<file path="config.mk">
export PLATFORM = sky130hd
export DESIGN_NAME = rv_port_arbiter
export DESIGN_NICKNAME = d
export VERILOG_FILES = /design/src/rtl/rv_port_arbiter.sv
export SDC_FILE = /design/constraint.sdc
export NUM_CORES = 1
export LEC_CHECK = 0
export ABC_AREA = 1
export CAP_MARGIN = 30
export CORE_MARGIN = 5
export CORE_UTILIZATION = 40
export CTS_CLUSTER_DIAMETER = 60
export DETAILED_ROUTE_END_ITERATION = 8
export PLACE_DENSITY = 0.84
export SYNTH_ARGS = -nofsm -noshare
export SYNTH_HDL_FRONTEND = slang
export SYNTH_SLANG_ARGS = --single-unit
</file>
<file path="constraint.sdc">
create_clock -name S00_AXI_aclk -period 2.3 [get_ports S00_AXI_aclk]
set_input_delay 0.46 -clock S00_AXI_aclk [delete_from_list [all_inputs] [get_ports S00_AXI_aclk]]
set_output_delay 0.46 -clock S00_AXI_aclk [all_outputs]
set_load 0.02 [all_outputs]
</file>
<file path="src/rtl/rv_port_arbiter.sv">
// Round-robin arbiter sharing one ready/valid register resource among four ports.
// Write and read channels each run an independent IDLE/BUSY arbiter with a per-transaction timeout.

module rv_arb_channel #(
  parameter int TIMEOUT = 255
) (
  input  logic       clk,
  input  logic       rst_n,
  input  logic [3:0] req,
  input  logic       done,
  output logic       busy,
  output logic [1:0] grant,
  output logic       timeout
);

  typedef enum logic {IDLE, BUSY} state_t;

  localparam bit          TO_EN = (TIMEOUT != 0);
  localparam logic [15:0] LAST  = TO_EN ? 16'(TIMEOUT - 1) : 16'd0;

  state_t      state;
  logic [1:0]  ptr;
  logic [15:0] cnt;
  logic        found;
  logic [1:0]  pick;
  logic [1:0]  idx;

  // First active request at or after the round-robin pointer, wrapping mod 4.
  always_comb begin
    found = 1'b0;
    pick  = ptr;
    idx   = ptr;
    for (int i = 0; i < 4; i++) begin
      idx = ptr + 2'(i);
      if (!found && req[idx]) begin
        found = 1'b1;
        pick  = idx;
      end
    end
  end

  assign busy    = (state == BUSY);
  assign timeout = TO_EN && busy && !done && (cnt == LAST);

  always_ff @(posedge clk) begin
    if (!rst_n) begin
      state <= IDLE;
      ptr   <= 2'd0;
      grant <= 2'd0;
      cnt   <= 16'd0;
    end else begin
      case (state)
        IDLE: begin
          if (found) begin
            grant <= pick;
            cnt   <= 16'd0;
            state <= BUSY;
          end
        end
        BUSY: begin
          if (done || timeout) begin
            ptr   <= grant + 2'd1;
            state <= IDLE;
          end else begin
            cnt <= cnt + 16'd1;
          end
        end
        default: state <= IDLE;
      endcase
    end
  end

endmodule

module rv_port_arbiter #(
  parameter int DATA_WIDTH = 32,
  parameter int TIMEOUT    = 255
) (
  input  logic                    S00_AXI_aclk,
  input  logic                    S00_AXI_aresetn,
  input  logic [3:0]              req_wvalid_i,
  input  logic [4*DATA_WIDTH-1:0] req_wdata_i,
  output logic [3:0]              req_wready_o,
  output logic [3:0]              req_werror_o,
  input  logic [3:0]              req_rready_i,
  output logic [3:0]              req_rvalid_o,
  output logic [DATA_WIDTH-1:0]   req_rdata_o,
  output logic [3:0]              req_rerror_o,
  output logic                    res_wvalid_o,
  output logic [1:0]              res_wsel_o,
  output logic [DATA_WIDTH-1:0]   res_wdata_o,
  input  logic                    res_wready_i,
  input  logic                    res_werror_i,
  output logic                    res_rready_o,
  output logic [1:0]              res_rsel_o,
  input  logic                    res_rvalid_i,
  input  logic [DATA_WIDTH-1:0]   res_rdata_i,
  input  logic                    res_rerror_i,
  output logic                    wtimeout_o,
  output logic                    rtimeout_o
);

  logic                  w_busy, r_busy, w_to, r_to;
  logic [1:0]            w_grant, r_grant;
  logic [DATA_WIDTH-1:0] wdata_arr [4];

  rv_arb_channel #(.TIMEOUT(TIMEOUT)) u_wch (
    .clk(S00_AXI_aclk), .rst_n(S00_AXI_aresetn), .req(req_wvalid_i), .done(res_wready_i),
    .busy(w_busy), .grant(w_grant), .timeout(w_to)
  );

  rv_arb_channel #(.TIMEOUT(TIMEOUT)) u_rch (
    .clk(S00_AXI_aclk), .rst_n(S00_AXI_aresetn), .req(req_rready_i), .done(res_rvalid_i),
    .busy(r_busy), .grant(r_grant), .timeout(r_to)
  );

  always_comb begin
    for (int i = 0; i < 4; i++) begin
      wdata_arr[i] = req_wdata_i[i*DATA_WIDTH +: DATA_WIDTH];
    end
  end

  // Outputs are gated by reset so a transaction in flight when reset hits is silently dropped.
  always_comb begin
    res_wvalid_o = 1'b0;
    res_wsel_o   = 2'd0;
    res_wdata_o  = '0;
    req_wready_o = 4'd0;
    req_werror_o = 4'd0;
    wtimeout_o   = 1'b0;
    if (S00_AXI_aresetn && w_busy) begin
      res_wvalid_o = 1'b1;
      res_wsel_o   = w_grant;
      res_wdata_o  = wdata_arr[w_grant];
      if (res_wready_i) begin
        req_wready_o[w_grant] = 1'b1;
        req_werror_o[w_grant] = res_werror_i;
      end else if (w_to) begin
        req_wready_o[w_grant] = 1'b1;
        req_werror_o[w_grant] = 1'b1;
        wtimeout_o            = 1'b1;
      end
    end
  end

  always_comb begin
    res_rready_o = 1'b0;
    res_rsel_o   = 2'd0;
    req_rvalid_o = 4'd0;
    req_rerror_o = 4'd0;
    req_rdata_o  = '0;
    rtimeout_o   = 1'b0;
    if (S00_AXI_aresetn && r_busy) begin
      res_rready_o = 1'b1;
      res_rsel_o   = r_grant;
      if (res_rvalid_i) begin
        req_rvalid_o[r_grant] = 1'b1;
        req_rerror_o[r_grant] = res_rerror_i;
        req_rdata_o           = res_rdata_i;
      end else if (r_to) begin
        req_rvalid_o[r_grant] = 1'b1;
        req_rerror_o[r_grant] = 1'b1;
        rtimeout_o            = 1'b1;
      end
    end
  end

endmodule
</file>
==> results.yml <==
floorplanning:
  io-pin-count: 262
  rows: 39
  core_um2: 11300
  die-height_um: 117
  chipWidth_um: 117
  start_util: 0.404
  die-area_um2: 13600
clocking:
  clock_tree.htree_level_count: 2
  clock_tree.buffer_depth: 2
  worstSkewPairLatency_ns: 0.28
  path_clk_slew_ns: 0.06
  tritoncts_clock_tree: "yes"
  cts_hold_buf: 0
  cts_num_sinks: 42
  cts-buffers-inserted: 5
  cts_root_buffer: "clkbuf_16"
yosys:
  number_of_enable_flip_flop_cells_after_synthesis: 0
  synthDistinctLibCells: 34
  synthDominantCellAreaShare: 0.188
  synth_mux_area_frac: 0
  synth.largest_area_cell: "nor2_1"
  synth.avg_cell_area_um2: 5.47
  yosys_warnings: 0
  yosys.area_share.xor_xnor: 0.0385
  synth_top_family_by_area: "simple AND/OR/NAND/NOR gates"
  synth.top_cells.by_area: "nor2_1, dfxtp_1, nand2_1"
  synth-compound-area-share: 0.167
  synth-seq-area-share: 0.185
  cell_area_synth_um2: 4550
  yosys_register_bits: 42
  synthAdderAreaFrac: 0.0330
  synth_simple_gate_area_share: 0.489
  synthesis.nets: 1018
  synthesis.instances: 832
  asyncSetResetFlopFracSynth: 0
  synth_ff_type: "dfxtp_1"
pwr:
  power_density_nw_per_um2: 410
  fin_total_pwr_mw: 3.26
  irDropWorstVdd_mv: 0.326
  leakage_nw: 3.33
setup_path:
  critPathKind: "in -> out"
  timing.critical_path.arrival_ns: 1.81
  critical_path_maximum_fanout: 4
  worst_ep_required_time_ns: 1.84
  timing.critical_path.from_type: "input pin"
  crit_path_end_kind: "output pin"
place:
  port-buffer-count: 261
  hpwl_um: 15400
  place_worst_setup_slack_ns: -0.558
  gp_congestion: 0.950
finish:
  final_core_util: 0.705
  insertedDiodeCount: 0
  register_area_um2: 843
  flow.area_growth_from_synthesis_pct: 74.5
  filler_cells_inserted: 957
  multi_input_comb_area_um2: 3340
  final_common_cell: "nor2_1"
  num-nets-final: 1318
  final_layout_size_suffix_gt1_frac: 0.170
  mostFrequentLayoutCells: "nor2_1, nand2_1, clkdlybuf4s50_1"
drt:
  wirelength_um: 19200
  post-route-drc-count: 0
  via_count: 6454
  route.antenna.remaining_nets: 0
  drt-vias-per-instance: 5.06
  drtPass1Iterations: 5
  drt_iter0_drc: 548
  wl_per_cell_um: 15.1
sta:
  relSlewSlack: 0.676
  worst_slack_ns: 0.0269
  rsz0062_at_grt: "true"
  hold_violations: 0
  timing.final.crit_share: 0.988
  clock_skews_ns: 0.00289
  final-setup-viol-count: 0
  maxSlewViolCount: 0
  max_freq_mhz: 440
  worstMarginPinSlew_ns: 0.483
  post-route-min-period_ns: 2.27
run_status:
  status: "finished clean"
grt:
  aggregate_global_routing_overflow: 0
  global_route.usage.total: 0.263
  grt_pass1_vias: 6201
  grt_antenna_before_repair: 0
  grt_start_max_net_pins: 46
  grt_first_pass_wirelength_um: 29100
job:
  max_cap_violations: 0
worst_hold_path:
  min-delay-path-class: "reg -> reg"
sequential cells by signal (all words and copies together), names as in the netlist:
name         count
u_wch.grant      2
u_wch.busy       1
u_wch.cnt       16
u_rch.grant      2
u_rch.ptr        2
u_rch.cnt       16
u_rch.busy       1
u_wch.ptr        2
path summary, 6_finish.rpt:
| check | startpoint | endpoint | slack [ns] | cells after the start |
|---|---|---|---|---|
| min | u_wch.grant[1] | u_wch.grant[1] | 0.49 | 2 |
| min reg2reg | u_wch.grant[1] | u_wch.grant[1] | 0.49 | 2 |
| max reg2reg | u_rch.ptr[0] | u_rch.cnt[13] | 0.47 | 10 |
| max | res_wready_i | wtimeout_o | 0.03 | 8 |
cell type report:
| cell class | count | area share |
|---|---|---|
| Timing Repair Buffer | 337 | 0.406 |
| Multi-Input combinational cell | 698 | 0.421 |
| Clock buffer | 6 | 0.0175 |
| Sequential cell | 42 | 0.106 |
| Tap cell | 143 | 0.0225 |
| Clock inverter | 1 | 0.00378 |
| Inverter | 48 | 0.0233 |
worst max-delay path: stages:
cell and delay (ns):
clkdlybuf4s50_1 0.42, inv_2 0.08, nand2_2 0.08, nor3_4 0.14, nand4_2 0.12, buf_4 0.18
nor2_1 0.08, clkdlybuf4s15_2 0.27
per-layer routing:
| metal | global-route usage | part of all wire |
|---|---|---|
| met5 | 0 | 0 |
| met3 | 0.0798 | 0.10 |
| met2 | 0.476 | 0.48 |
| met1 | 0.290 | 0.38 |
| met4 | 0.0979 | 0.034 |
power breakdown:
part	internal [mW]	switching, mW
clock	0.535	0.273
combinational	0.749	0.904
sequential	0.756	0.0407
synth_stat cells (all sizes together) (9+ instances only):
library cell,n
a21oi,71
buf,9
clkbuf,35
dfxtp,42
ha,12
inv,44
nand2,194
nand3,65
nor2,230
nor3,15
o21ai,76
xor2,13
repair_timing:
| action | CTS | global route |
|---|---|---|
| buffers inserted | 1 | 0 |
| pin swaps | 2 | 2 |
| endpoints found under the setup margin | 81 | 76 |
| resized for setup | 227 | 20 |
cell families (layout without fill, tap and decap cells):
kind of cell,after synthesis,count (layout)
and+or+nand+nor,519,519
AOI/OAI and AO/OA,147,147
buffers and inverters,92,392
DFF,42,42
xor gates and xnor gates,20,20
adders and majority gates,12,12
per-stage QoR:
stage	instance area, µm²	std cells	setup TNS, ns	hold WS [ns]
floorplan	4550	832	0	0.463
global placement	7780	1267	-25.20	0.488
detailed placement	7780	1267	-28.25	0.491
CTS	7920	1275	0	0.500
global route	7940	1275	-0.0806	0.521
finish	7940	1275	0	0.493
Power figures use the tool's default switching activity.
